File: src/rtl/rom_arbiter_if.sv
// Bus between two burst requesters, the ROM arbiter and a synchronous ROM.
// The arbiter sits on the slave modport; the requesters and the ROM model sit on master.
interface rom_arbiter_if #(
  parameter int unsigned AW = 12,
  parameter int unsigned DW = 32,
  parameter int unsigned LW = 4
);
  logic          req0;
  logic          req1;
  logic [AW-1:0] addr0;
  logic [AW-1:0] addr1;
  logic [LW-1:0] len0;
  logic [LW-1:0] len1;
  logic          gnt0;
  logic          gnt1;
  logic          rvalid0;
  logic          rvalid1;
  logic          rready0;
  logic          rready1;
  logic          rlast;
  logic [DW-1:0] rdata;
  logic [DW-1:0] ROM_out_i;
  logic          ROM_read_o;
  logic          ROM_en_o;
  logic [AW-1:0] ROM_addr_o;

  modport master (
    output req0, req1, addr0, addr1, len0, len1, rready0, rready1, ROM_out_i,
    input  gnt0, gnt1, rvalid0, rvalid1, rlast, rdata, ROM_read_o, ROM_en_o, ROM_addr_o
  );

  modport slave (
    input  req0, req1, addr0, addr1, len0, len1, rready0, rready1, ROM_out_i,
    output gnt0, gnt1, rvalid0, rvalid1, rlast, rdata, ROM_read_o, ROM_en_o, ROM_addr_o
  );
endinterface

File: src/rtl/rom_arbiter.sv
// Two-port round-robin burst arbiter in front of a one-cycle-latency ROM.
// A grant issues the first ROM address in the same cycle so beat 0 is valid one cycle later.
module rom_arbiter #(
  parameter int unsigned AW = 12,
  parameter int unsigned DW = 32,
  parameter int unsigned LW = 4
) (
  input logic         clk,
  input logic         rst,
  rom_arbiter_if.slave bus
);

  typedef enum logic {
    StIdle  = 1'b0,
    StBurst = 1'b1
  } state_e;

  state_e        r_state;
  logic          r_owner;
  logic          r_ptr;
  logic [AW-1:0] r_base;
  logic [LW-1:0] r_len;
  logic [LW-1:0] r_cnt;

  logic          w_any_req;
  logic          w_winner;
  logic          w_grant;
  logic          w_in_burst;
  logic          w_rready;
  logic          w_hs;
  logic          w_last;
  logic [AW-1:0] w_win_addr;
  logic [LW-1:0] w_win_len;
  logic [AW-1:0] w_beat_addr;

  always_comb begin
    w_any_req = bus.req0 | bus.req1;
    // The pointer only matters when both requesters compete.
    if (bus.req0 && bus.req1) begin
      w_winner = r_ptr;
    end else begin
      w_winner = bus.req1;
    end
    w_win_addr  = w_winner ? bus.addr1 : bus.addr0;
    w_win_len   = w_winner ? bus.len1 : bus.len0;
    w_in_burst  = (r_state == StBurst);
    // Gated by rst so no grant is visible while reset is held.
    w_grant     = rst & (r_state == StIdle) & w_any_req;
    w_rready    = r_owner ? bus.rready1 : bus.rready0;
    w_hs        = w_in_burst & w_rready;
    w_last      = w_in_burst & (r_cnt == r_len);
    // Advance the ROM address only on a handshake so rdata holds during a stall.
    w_beat_addr = r_base + AW'(r_cnt) + AW'(w_hs);
  end

  always_comb begin
    bus.gnt0    = w_grant & ~w_winner;
    bus.gnt1    = w_grant & w_winner;
    bus.rvalid0 = w_in_burst & ~r_owner;
    bus.rvalid1 = w_in_burst & r_owner;
    bus.rlast   = w_last;
    bus.rdata   = bus.ROM_out_i;
    bus.ROM_read_o = w_grant | w_in_burst;
    bus.ROM_en_o   = w_grant | w_in_burst;
    if (w_in_burst) begin
      bus.ROM_addr_o = w_beat_addr;
    end else if (w_grant) begin
      bus.ROM_addr_o = w_win_addr;
    end else begin
      bus.ROM_addr_o = '0;
    end
  end

  always_ff @(posedge clk or negedge rst) begin
    if (!rst) begin
      r_state <= StIdle;
      r_owner <= 1'b0;
      r_ptr   <= 1'b0;
      r_base  <= '0;
      r_len   <= '0;
      r_cnt   <= '0;
    end else begin
      unique case (r_state)
        StIdle: begin
          if (w_grant) begin
            r_state <= StBurst;
            r_owner <= w_winner;
            r_ptr   <= ~w_winner;
            r_base  <= w_win_addr;
            r_len   <= w_win_len;
            r_cnt   <= '0;
          end
        end
        StBurst: begin
          if (w_hs) begin
            if (w_last) begin
              r_state <= StIdle;
              r_cnt   <= '0;
            end else begin
              r_cnt <= r_cnt + 1'b1;
            end
          end
        end
        default: r_state <= StIdle;
      endcase
    end
  end

endmodule

File: src/flat_wrapper.sv
// flat-port wrapper written by rule: the top's interface ports become plain ports
module rom_arbiter_flat 
#(
  parameter int unsigned AW = 12,
  parameter int unsigned DW = 32,
  parameter int unsigned LW = 4
)
  (clk, rst, bus_req0, bus_req1, bus_addr0, bus_addr1, bus_len0, bus_len1, bus_rready0, bus_rready1, bus_ROM_out_i, bus_gnt0, bus_gnt1, bus_rvalid0, bus_rvalid1, bus_rlast, bus_rdata, bus_ROM_read_o, bus_ROM_en_o, bus_ROM_addr_o);
  rom_arbiter_if #(.AW(AW), .DW(DW), .LW(LW)) bus_i ();
  input logic clk;
  input logic rst;
  input wire logic [$bits(bus_i.req0)-1:0] bus_req0;
  input wire logic [$bits(bus_i.req1)-1:0] bus_req1;
  input wire logic [$bits(bus_i.addr0)-1:0] bus_addr0;
  input wire logic [$bits(bus_i.addr1)-1:0] bus_addr1;
  input wire logic [$bits(bus_i.len0)-1:0] bus_len0;
  input wire logic [$bits(bus_i.len1)-1:0] bus_len1;
  input wire logic [$bits(bus_i.rready0)-1:0] bus_rready0;
  input wire logic [$bits(bus_i.rready1)-1:0] bus_rready1;
  input wire logic [$bits(bus_i.ROM_out_i)-1:0] bus_ROM_out_i;
  output wire logic [$bits(bus_i.gnt0)-1:0] bus_gnt0;
  output wire logic [$bits(bus_i.gnt1)-1:0] bus_gnt1;
  output wire logic [$bits(bus_i.rvalid0)-1:0] bus_rvalid0;
  output wire logic [$bits(bus_i.rvalid1)-1:0] bus_rvalid1;
  output wire logic [$bits(bus_i.rlast)-1:0] bus_rlast;
  output wire logic [$bits(bus_i.rdata)-1:0] bus_rdata;
  output wire logic [$bits(bus_i.ROM_read_o)-1:0] bus_ROM_read_o;
  output wire logic [$bits(bus_i.ROM_en_o)-1:0] bus_ROM_en_o;
  output wire logic [$bits(bus_i.ROM_addr_o)-1:0] bus_ROM_addr_o;
  assign bus_i.req0 = bus_req0;
  assign bus_i.req1 = bus_req1;
  assign bus_i.addr0 = bus_addr0;
  assign bus_i.addr1 = bus_addr1;
  assign bus_i.len0 = bus_len0;
  assign bus_i.len1 = bus_len1;
  assign bus_i.rready0 = bus_rready0;
  assign bus_i.rready1 = bus_rready1;
  assign bus_i.ROM_out_i = bus_ROM_out_i;
  assign bus_gnt0 = bus_i.gnt0;
  assign bus_gnt1 = bus_i.gnt1;
  assign bus_rvalid0 = bus_i.rvalid0;
  assign bus_rvalid1 = bus_i.rvalid1;
  assign bus_rlast = bus_i.rlast;
  assign bus_rdata = bus_i.rdata;
  assign bus_ROM_read_o = bus_i.ROM_read_o;
  assign bus_ROM_en_o = bus_i.ROM_en_o;
  assign bus_ROM_addr_o = bus_i.ROM_addr_o;
  rom_arbiter #(.AW(AW), .DW(DW), .LW(LW)) u_core (.clk(clk), .rst(rst), .bus(bus_i));
endmodule
File: config.mk
export PLATFORM = sky130hd
export DESIGN_NAME = rom_arbiter_flat
export DESIGN_NICKNAME = d
export VERILOG_FILES = /design/src/rtl/rom_arbiter_if.sv /design/src/rtl/rom_arbiter.sv /design/src/flat_wrapper.sv
export SDC_FILE = /design/constraint.sdc
export NUM_CORES = 1
export LEC_CHECK = 0
export BUFFER_PORTS_ARGS = -buffer_cell sky130_fd_sc_hd__buf_2
export CORE_AREA = 2 2 73 75
export CTS_CLUSTER_DIAMETER = 40
export DETAILED_ROUTE_END_ITERATION = 8
export DIE_AREA = 0 0 75 77
export PLACE_DENSITY_LB_ADDON = 0.05
export RECOVER_POWER = 100
export SLEW_MARGIN = 20
export SYNTH_ARGS = -nofsm -noshare
export SYNTH_HDL_FRONTEND = slang
export SYNTH_SLANG_ARGS = --single-unit
File: constraint.sdc
create_clock -name clk -period 2.85 [get_ports clk]
set_input_delay 0.57 -clock clk [delete_from_list [all_inputs] [get_ports clk]]
set_output_delay 0.57 -clock clk [all_outputs]
set_load 0.02 [all_outputs]
# --- After elaboration in Yosys (flattened, before gate mapping) ---
# Cells that the tools add are included.
op_classes:
  add_sub_neg: 3
  eq_ne: 3
  n_mux: 14
  n_bitwise: 13
  reduce_logical: 3
op_table:
  columns: ["cell", "count"]
  rows:
  - ["2-to-1 mux 12 bit", 3]
  - ["2-to-1 mux 4 bit", 4]
  - ["adder 12 x 1 -> 12 bit", 1]
  - ["adder 12 x 4 -> 12 bit", 1]
  - ["AND 1 bit", 8]
  - ["case mux 4 bit (2 select lines)", 1]
  - ["2-to-1 mux 1 bit", 5]
  - ["adder 4 x 1 -> 4 bit, second input constant", 1]
  - ["equality test 4 bit", 1]
  - ["AND reduction 2 bit", 2]
  - ["inverter 1 bit", 3]
  - ["!= test 2 x 1 -> 1 bit, second input constant", 1]
  - ["!= test 2 bit, second input constant", 1]
  - ["bitwise OR 1 bit", 2]
  - ["case mux 1 bit (2 select lines)", 1]
  - ["logical AND 1 bit", 1]
totals:
  ff_bits: 23
  out_inout_bits: 51
  wordCells: 42

# --- Longest topological paths before layout ---
# Gate-level depths: netlist of run 1.
depth:
  depth_word: 5
  depth_mapped: 10
  ltp_nobuf: 9

# --- Worst setup path before layout of run 1 ---
# No wires, ideal clock.
synth_timing:
  path_kind: "input to output"
  start: "input port bus_rready1"
  end: "output port bus_ROM_addr_o[6]"
  arrival_time_ns: 2.711
  t_required_ns: 2.280
  setup_slack_ns: -0.431
  path_stages: 10
  path_cell_list: "mux2_1 -> and2_4 -> buf_6 -> inv_6 -> fa_1 -> fa_1 -> nand2b_1 -> a211oi_1 -> xnor2_1 -> o21ai_0"
synth_via:
  elab_chain_cells: 4
synth_lines:
  columns: ["item", "line", "source"]
  rows:
  - ["start, declared", "flat_wrapper.sv:19", "input wire logic [$bits(bus_i.rready1)-1:0] bus_rready1;"]
  - ["2-to-1 mux 1 bit", "rom_arbiter.sv:49", "w_rready = r_owner ? bus.rready1 : bus.rready0;"]
  - ["AND 1 bit", "rom_arbiter.sv:50", "w_hs = w_in_burst & w_rready;"]
  - ["adder 12 x 1 -> 12 bit", "rom_arbiter.sv:53", "w_beat_addr = r_base + AW'(r_cnt) + AW'(w_hs);"]
  - ["2-to-1 mux 12 bit", "rom_arbiter.sv:65", "if (w_in_burst) begin"]
  - ["end, declared", "flat_wrapper.sv:29", "output wire logic [$bits(bus_i.ROM_addr_o)-1:0] bus_ROM_addr_o;"]
# Every way passes these cells.

# --- Final worst setup path of run 1 ---
layout_timing:
  start: "register u_core.r_owner"
  end: "output port bus_ROM_addr_o[6]"
layout_via:
  elab_chain_cells: 4
layout_lines:
  columns: ["item", "line", "source"]
  rows:
  - ["start, declared", "rom_arbiter.sv:19", "logic r_owner;"]
  - ["start signal, assigned", "rom_arbiter.sv:87", "r_owner <= w_winner;"]
  - ["2-to-1 mux 1 bit", "rom_arbiter.sv:49", null]
  - ["AND 1 bit", "rom_arbiter.sv:50", null]
  - ["adder 12 x 1 -> 12 bit", "rom_arbiter.sv:53", null]
  - ["2-to-1 mux 12 bit", "rom_arbiter.sv:65", null]
# Every way passes these cells.

==> results of run 1 <==
## cells in the final DEF, fill, tap and decap left out, drive strengths merged, types with 2 or more instances in the layout
cell type / n
nor2: 8
nand2b: 2
nand3: 9
ha: 4
fa: 2
a21oi: 4
o21a: 2
o31ai: 2
nand4: 3
a211oi: 2
a41oi: 2
inv: 14
nor2b: 3
a221oi: 2
o21ai: 11
a22oi: 10
and3: 3
and2: 2
a222oi: 6
dfrtp: 23
nand2: 28
a21o: 2
clkbuf: 13
buf: 60
a32o: 2
xnor2: 9
nor3: 2
## worst paths after layout
| kind | to | slack [ps] |
|---|---|---|
| worst min-delay path | u_core.r_base[0]$_DFFE_PN0P_ | 500 |
| worst max register to register | u_core.r_base[7]$_DFFE_PN0P_ | 990 |
| min in group asynchronous | u_core.r_owner$_DFFE_PN0P_ | 700 |
| max in group asynchronous | u_core.r_base[2]$_DFFE_PN0P_ | 1340 |
| worst max-delay path | bus_ROM_addr_o[6] | -320 |
| worst min register to register | u_core.r_base[0]$_DFFE_PN0P_ | 500 |
## timing repair
item,in CTS,in global routing
hold buffers,0,0
setup buffers,1,1
cloned,0,0
gates resized for setup,7,9
endpoints found under the setup margin,10,11
pin swaps,4,1
## cell families after synthesis
| group | count (synthesis) |
|---|---|
| buf+inv | 58 |
| simple gates | 64 |
| xor+xnor | 10 |
| compound gates | 52 |
| fa+ha+maj | 6 |
| mux | 1 |
| flops | 23 |
## registers in the layout (all words and copies together) (netlist names)
signal,flops
u_core.r_ptr,1
u_core.r_cnt,4
u_core.r_state,1
u_core.r_owner,1
u_core.r_base,12
u_core.r_len,4
## layout make-up
type	instances	area [um2]	area share
repair buffers	70	394	0.185
inverters	14	57.6	0.0270
flip-flops and latches	23	576	0.270
multi-input cells	133	968	0.454
clock inverters	1	7.51	0.00352
clock buffers	3	41.3	0.0194
well taps	70	87.6	0.0411
## layer usage
metal	track usage	vias up
met3	0.0315	16
li1	-	787
met2	0.272	80
met4	0.0589	0
met1	0.240	782
met5	0	-
## critical path, cell delays in order, from the launching register on
cell,delay [ps]
dfrtp_1,390
mux2_1,200
and2_4,170
inv_6,40
fa_2,350
fa_2,360
nand2b_4,180
a211oi_2,250
xnor2_1,110
o21ai_2,150
buf_6,140
## stage by stage
step	worst slack [ps]	setup TNS, ps	instance area, um2	util
finish	-316	-1970	2130	0.428
floorplan	-51.5	-131	1880	-
global placement	-179	-923	2030	0.407
global route	-400	-3240	2130	0.428
detailed placement	-267	-1190	2030	0.407
CTS	-310	-2150	2100	0.423
## power by group
group | leakage [nW] | switching (mW) | internal [mW] | total [mW]
registers | 0.281 | 0.167 | 0.472 | 0.639
logic | 0.713 | 0.880 | 0.718 | 1.60
clock network | 0.0217 | 0.113 | 0.0990 | 0.212
total | 1.02 | 1.16 | 1.29 | 2.45
==> metrics, run 1 <==
status=finished, violations left; failing checks=negative setup slack; clk_skew=2.41 ps; hold path cells=2; CTS Buffer Depth=2; Gate Count Post-Synth=~210; maximum vdd drop=0.457 mV; Initial Util=0.368; main combinational cell family by area after synthesis=compound AO/OA/AOI/OAI gates; unrepaired setup endpoints after global routing=yes; vias in the first global route=1633; layout cell share with drive strength beyond 1=0.336; Port Buffers=56; Slew Viols, Final=0; Leak=about 1.0 nW; Net Count, Synth=290; largest net degree at the start of global routing=25; max cap viols=0; worst-path maximum fanout=3; Area Growth Syn to Fin=16.6%; DRT antenna net count=0; minimum clock period=3170 ps; Post-synth EDFFs=0; Final GP Congestion=0.854; top sig layer=met4; period utilisation layout=1.11; ANT cells=0; complex-gate fraction of the synthesized area=0.211; Synth Register Bits=23; Netlist Area Pre-Place=1830 um2; Worst Path Arrival=2600 ps; Hold Crit Class=reg -> reg; row count=26; top-count cell post-synth=buf_4; Clock Sinks=23; Design Power=2.45 mW; CTS tree=yes; Synth Area in Simple Gates=0.171; Synth async-reset ratio=1.00; Pwr Density=1150 nW/um2; number of DRC markers in iteration 0=around 120; met2 WL=2.24 mm; Commonest cells post-synth=buf_4 (34), nand2_1 (27), dfrtp_1 (23); post-synth top area share=0.315; Reg2Reg Depth=6; grt ovf=0; sequential-to-total area share from yosys stat=0.315; Slew Limit Headroom=0.0835; Core Area=4980 um2; clock slew at reported path FFs=around 90 ps; hold_sp=u_core.r_base[0]$_DFFE_PN0P_; Placed Instances=between 300 and 400; Achievable Freq=between 0.3 and 0.4 GHz; Worst-Skew Late Latency=270 ps; CP Class=reg -> out; Pre-antenna DRT Iters=4; Worst setup EP type=output port; Total Die Area=5780 um2; chip height=77 um; most common flop cell mapped by yosys=dfrtp_1; dpl hpwl=3.88 mm; die width=75 um; # DRC=0; initial antenna violation count=0; routed wire length=5.05 mm; multiplexer area fraction after synthesis=0.00616; Startpoint Class=register; hold slack=between 400 and 500 ps; Yosys top cell by area=dfrtp_1; Via density=5.30; Met1 Wirelength=2.23 mm; Met3 Wirelength=463 um; Critical Path Start=u_core.r_owner$_DFFE_PN0P_; Synth Area in Adders=0.0492; CP required=around 2300 ps; first-pass GRT wire length=8.00 mm; Worst-Margin Slew=around 1400 ps; synth warn=0; clock root buffer=clkbuf_8; post-synth cell types=47; WL/cell=between 15 and 20 um; post-synthesis xor/xnor area fraction=0.0479; Layout Nets=321; I/O pin count=approximately 120; worst reg2reg startpoint=u_core.r_state$_DFF_PN0_; Mean Syn Cell Area=8.55 um2; dominant cells by area after synthesis=dfrtp_1 (31%), buf_4 (14%), nand2_1 (5.5%), xnor2_1 (4.3%), a22oi_1 (4.1%); Layout Cells excl Fill=314; Final setup viols=10; final hold vios=0; Final Worst Setup Slack=-316 ps; Vias=1665; H-tree depth=1; fill count=535; GR Util All Layers=0.175; number of buffers created by CTS=3
Power figures use the tool's default switching activity.
==> inputs of run 2 (changes only) <==
--- a/config.mk
+++ b/config.mk
@@ -6,13 +6,14 @@
 export NUM_CORES = 1
 export LEC_CHECK = 0
 export BUFFER_PORTS_ARGS = -buffer_cell sky130_fd_sc_hd__buf_2
-export CORE_AREA = 2 2 73 75
+export CORE_AREA = 2 2 82 84
 export CTS_CLUSTER_DIAMETER = 40
 export DETAILED_ROUTE_END_ITERATION = 8
-export DIE_AREA = 0 0 75 77
+export DIE_AREA = 0 0 84 86
 export PLACE_DENSITY_LB_ADDON = 0.05
 export RECOVER_POWER = 100
 export SLEW_MARGIN = 20
 export SYNTH_ARGS = -nofsm -noshare
 export SYNTH_HDL_FRONTEND = slang
 export SYNTH_SLANG_ARGS = --single-unit
+export TNS_END_PERCENT = 1
==> run 2 against run 1 <==
  * The run still ends with negative setup slack left
  * Flip-flop and latch count stayed put
  * Combinational power hardly changed
  * Non-clock buffer count is 1 higher
  * Global-route usage is 2.2 points lower
  * Clock-buffer cell count stayed put
  * Sequential power is 1% lower
  * Power is 0.55% lower
  * Setup slack better by 26 ps
  * Design area is 0.65% lower
  * Largest power group unchanged
==> metrics, run 2 (synthesis results as in run 1) <==
minimum clock period=3140 ps (-25.7 ps); max cap viols=0 (unchanged); crit-path cells=mux2_1 > and2_4 > inv_6 > fa_2 > fa_2 > nand2b_4 > a211oi_2 > xnor2_1 > o21ai_2 > buf_6; Port Buffers=56 (unchanged); unrepaired setup endpoints after global routing=yes; Initial Util=0.291 (-0.0761); routed wire length=5.39 mm (+6.8%); Worst-Skew Late Latency=270 ps (about the same); CP Class=reg -> out; CTS tree=yes; Vias=1624 (-2.5%); Hold Buf Count CTS=0 (unchanged); clock root buffer=clkbuf_8; biggest regs=u_core.r_base (12), u_core.r_cnt (4), u_core.r_len (4); most frequent CP cell=fa_2; Clock Sinks=23 (unchanged); Top reg by flops=u_core.r_base; final hold vios=0 (unchanged); DRT antenna net count=0 (unchanged); CTS Buffer Depth=2 (unchanged); Layout Cells excl Fill=322 (+2.5%); commonest non-fill, non-tap cell in the layout=buf_2; maximum vdd drop=0.426 mV (-6.9%); worst-path maximum fanout=3 (unchanged); row count=29 (+12%); Slew Viols, Final=0 (unchanged); failing checks=negative setup slack; Layout Nets=322 (+0.31%); Worst setup EP type=output port; first-pass GRT wire length=8.80 mm (+10%); ANT cells=0 (unchanged); largest net degree at the start of global routing=25 (unchanged); grt ovf=0 (unchanged); I/O pin count=121 (unchanged); Area Growth Syn to Fin=15.8%; Final GP Congestion=0.776 (-9.1%); # DRC=0 (unchanged); clock slew at reported path FFs=90 ps (about the same); initial antenna violation count=0 (unchanged); dpl hpwl=4.19 mm (+8.0%); Core Area=6280 um2 (+26%); Placed Instances=318 (+3.2%); layout cell share with drive strength beyond 1=0.343 (+0.00679); Startpoint Class=register; Achievable Freq=0.318 GHz (+0.82%); Final setup viols=8 (-2); Slew Limit Headroom=0.0452 (-0.0384); Pre-antenna DRT Iters=5 (+1); max reg flops=12 (unchanged); chip height=86 um (+12%); die width=84 um (+12%); Leak=1.02 nW (+0.78%); H-tree depth=1 (unchanged); most frequent cells in the layout=buf_2 (45), nand2_1 (28), dfrtp_1 (23), buf_4 (18), inv_1 (13); hold slack=487 ps (-9.37 ps); Via density=5.04 (-4.9%); CP required=2280 ps (about the same); Worst-Margin Slew=1430 ps (+57.5 ps); Pwr Density=1150 nW/um2 (about the same); GR Util All Layers=0.152 (-0.0223); status=finished, violations left; Worst Path Arrival=2570 ps (-30 ps); # Post-CTS Setup Buffers=0 (-1); Total Die Area=7220 um2 (+25%); delay of the slowest critical-path stage=390 ps (about the same); number of buffers created by CTS=3 (unchanged); vias in the first global route=1645 (+0.73%); clk_skew=8.91 ps (+6.50 ps); number of DRC markers in iteration 0=94 (-23%); Final Worst Setup Slack=-290 ps (+25.7 ps); Hold Crit Class=reg -> reg; period utilisation layout=1.10 (-0.00900); critical path's slowest cell=dfrtp_1; WL/cell=16.7 um (+4.1%)
==> run 2: routing by layer <==
metal | wire length (um) | GRT usage | vias up
met4 | 67 | 0.0411 | 0
met3 | 453 | 0.0395 | 14
li1 | - | - | 787
met5 | 0 | 0 | -
met1 | 2330 | 0.197 | 748
met2 | 2540 | 0.253 | 75
==> run 2: what timing repair did <==
action / 4_1_cts / 5_1_grt
cloned: 0 / 0
pin swaps: 0 / 1
setup endpoints to repair: 9 / 11
resized for setup: 5 / 9
==> run 2: critical path, delay by kind of cell (launching register included) <==
kind            cells  cell delay, ps
simple gates        2             350
buf+inv             2             170
compound gates      2             310
fa+ha+maj           2             690
mux                 1             200
flops               1             390
xor+xnor            1             170
==> run 2: worst paths after layout <==
kind / to / slack (ps) / startpoint / depth (start not counted)
worst max-delay path: bus_ROM_addr_o[8] / -290 / u_core.r_owner$_DFFE_PN0P_ / 10
worst min-delay path: u_core.r_base[0]$_DFFE_PN0P_ / 490 / u_core.r_base[0]$_DFFE_PN0P_ / 2
worst max register to register: u_core.r_len[2]$_DFFE_PN0P_ / 820 / u_core.r_state$_DFF_PN0_ / 5
worst min register to register: u_core.r_base[0]$_DFFE_PN0P_ / 490 / u_core.r_base[0]$_DFFE_PN0P_ / 2
max in group asynchronous: u_core.r_base[3]$_DFFE_PN0P_ / 1290 / rst / 2
min in group asynchronous: u_core.r_base[10]$_DFFE_PN0P_ / 710 / rst / 2
==> run 2: per-stage QoR <==
| stage | power, mW | TNS (ps) | instance area (um2) | utilization | setup WS [ps] |
|---|---|---|---|---|---|
| finish | 2.44 | -1710 | 2120 | 0.337 | -290 |
| global route | 2.68 | -3350 | 2120 | 0.337 | -418 |
| CTS | 2.43 | -2190 | 2110 | 0.337 | -340 |
| detailed placement | 2.15 | -1230 | 2050 | 0.327 | -279 |
| global placement | 2.18 | -1080 | 2050 | 0.327 | -206 |
| floorplan | 1.72 | -159 | 1870 | - | -51.5 |
==> run 2: report_power, final <==
part / switching (mW) / internal, mW / total, mW / leakage (nW)
clock network: 0.116 / 0.0991 / 0.216 / 0.0217
logic: 0.872 / 0.718 / 1.59 / 0.721
registers: 0.158 / 0.472 / 0.630 / 0.281
total: 1.15 / 1.29 / 2.44 / 1.02
==> run 2: final cells by class <==
class                   instances  area (um2)
repair buffers                 71         400
multi-input cells             133         940
clock buffers                   3        41.3
flip-flops and latches         23         576
well taps                      77        96.3
clock inverters                 1        7.51
fillers                       694        4160
inverters                      14        57.6
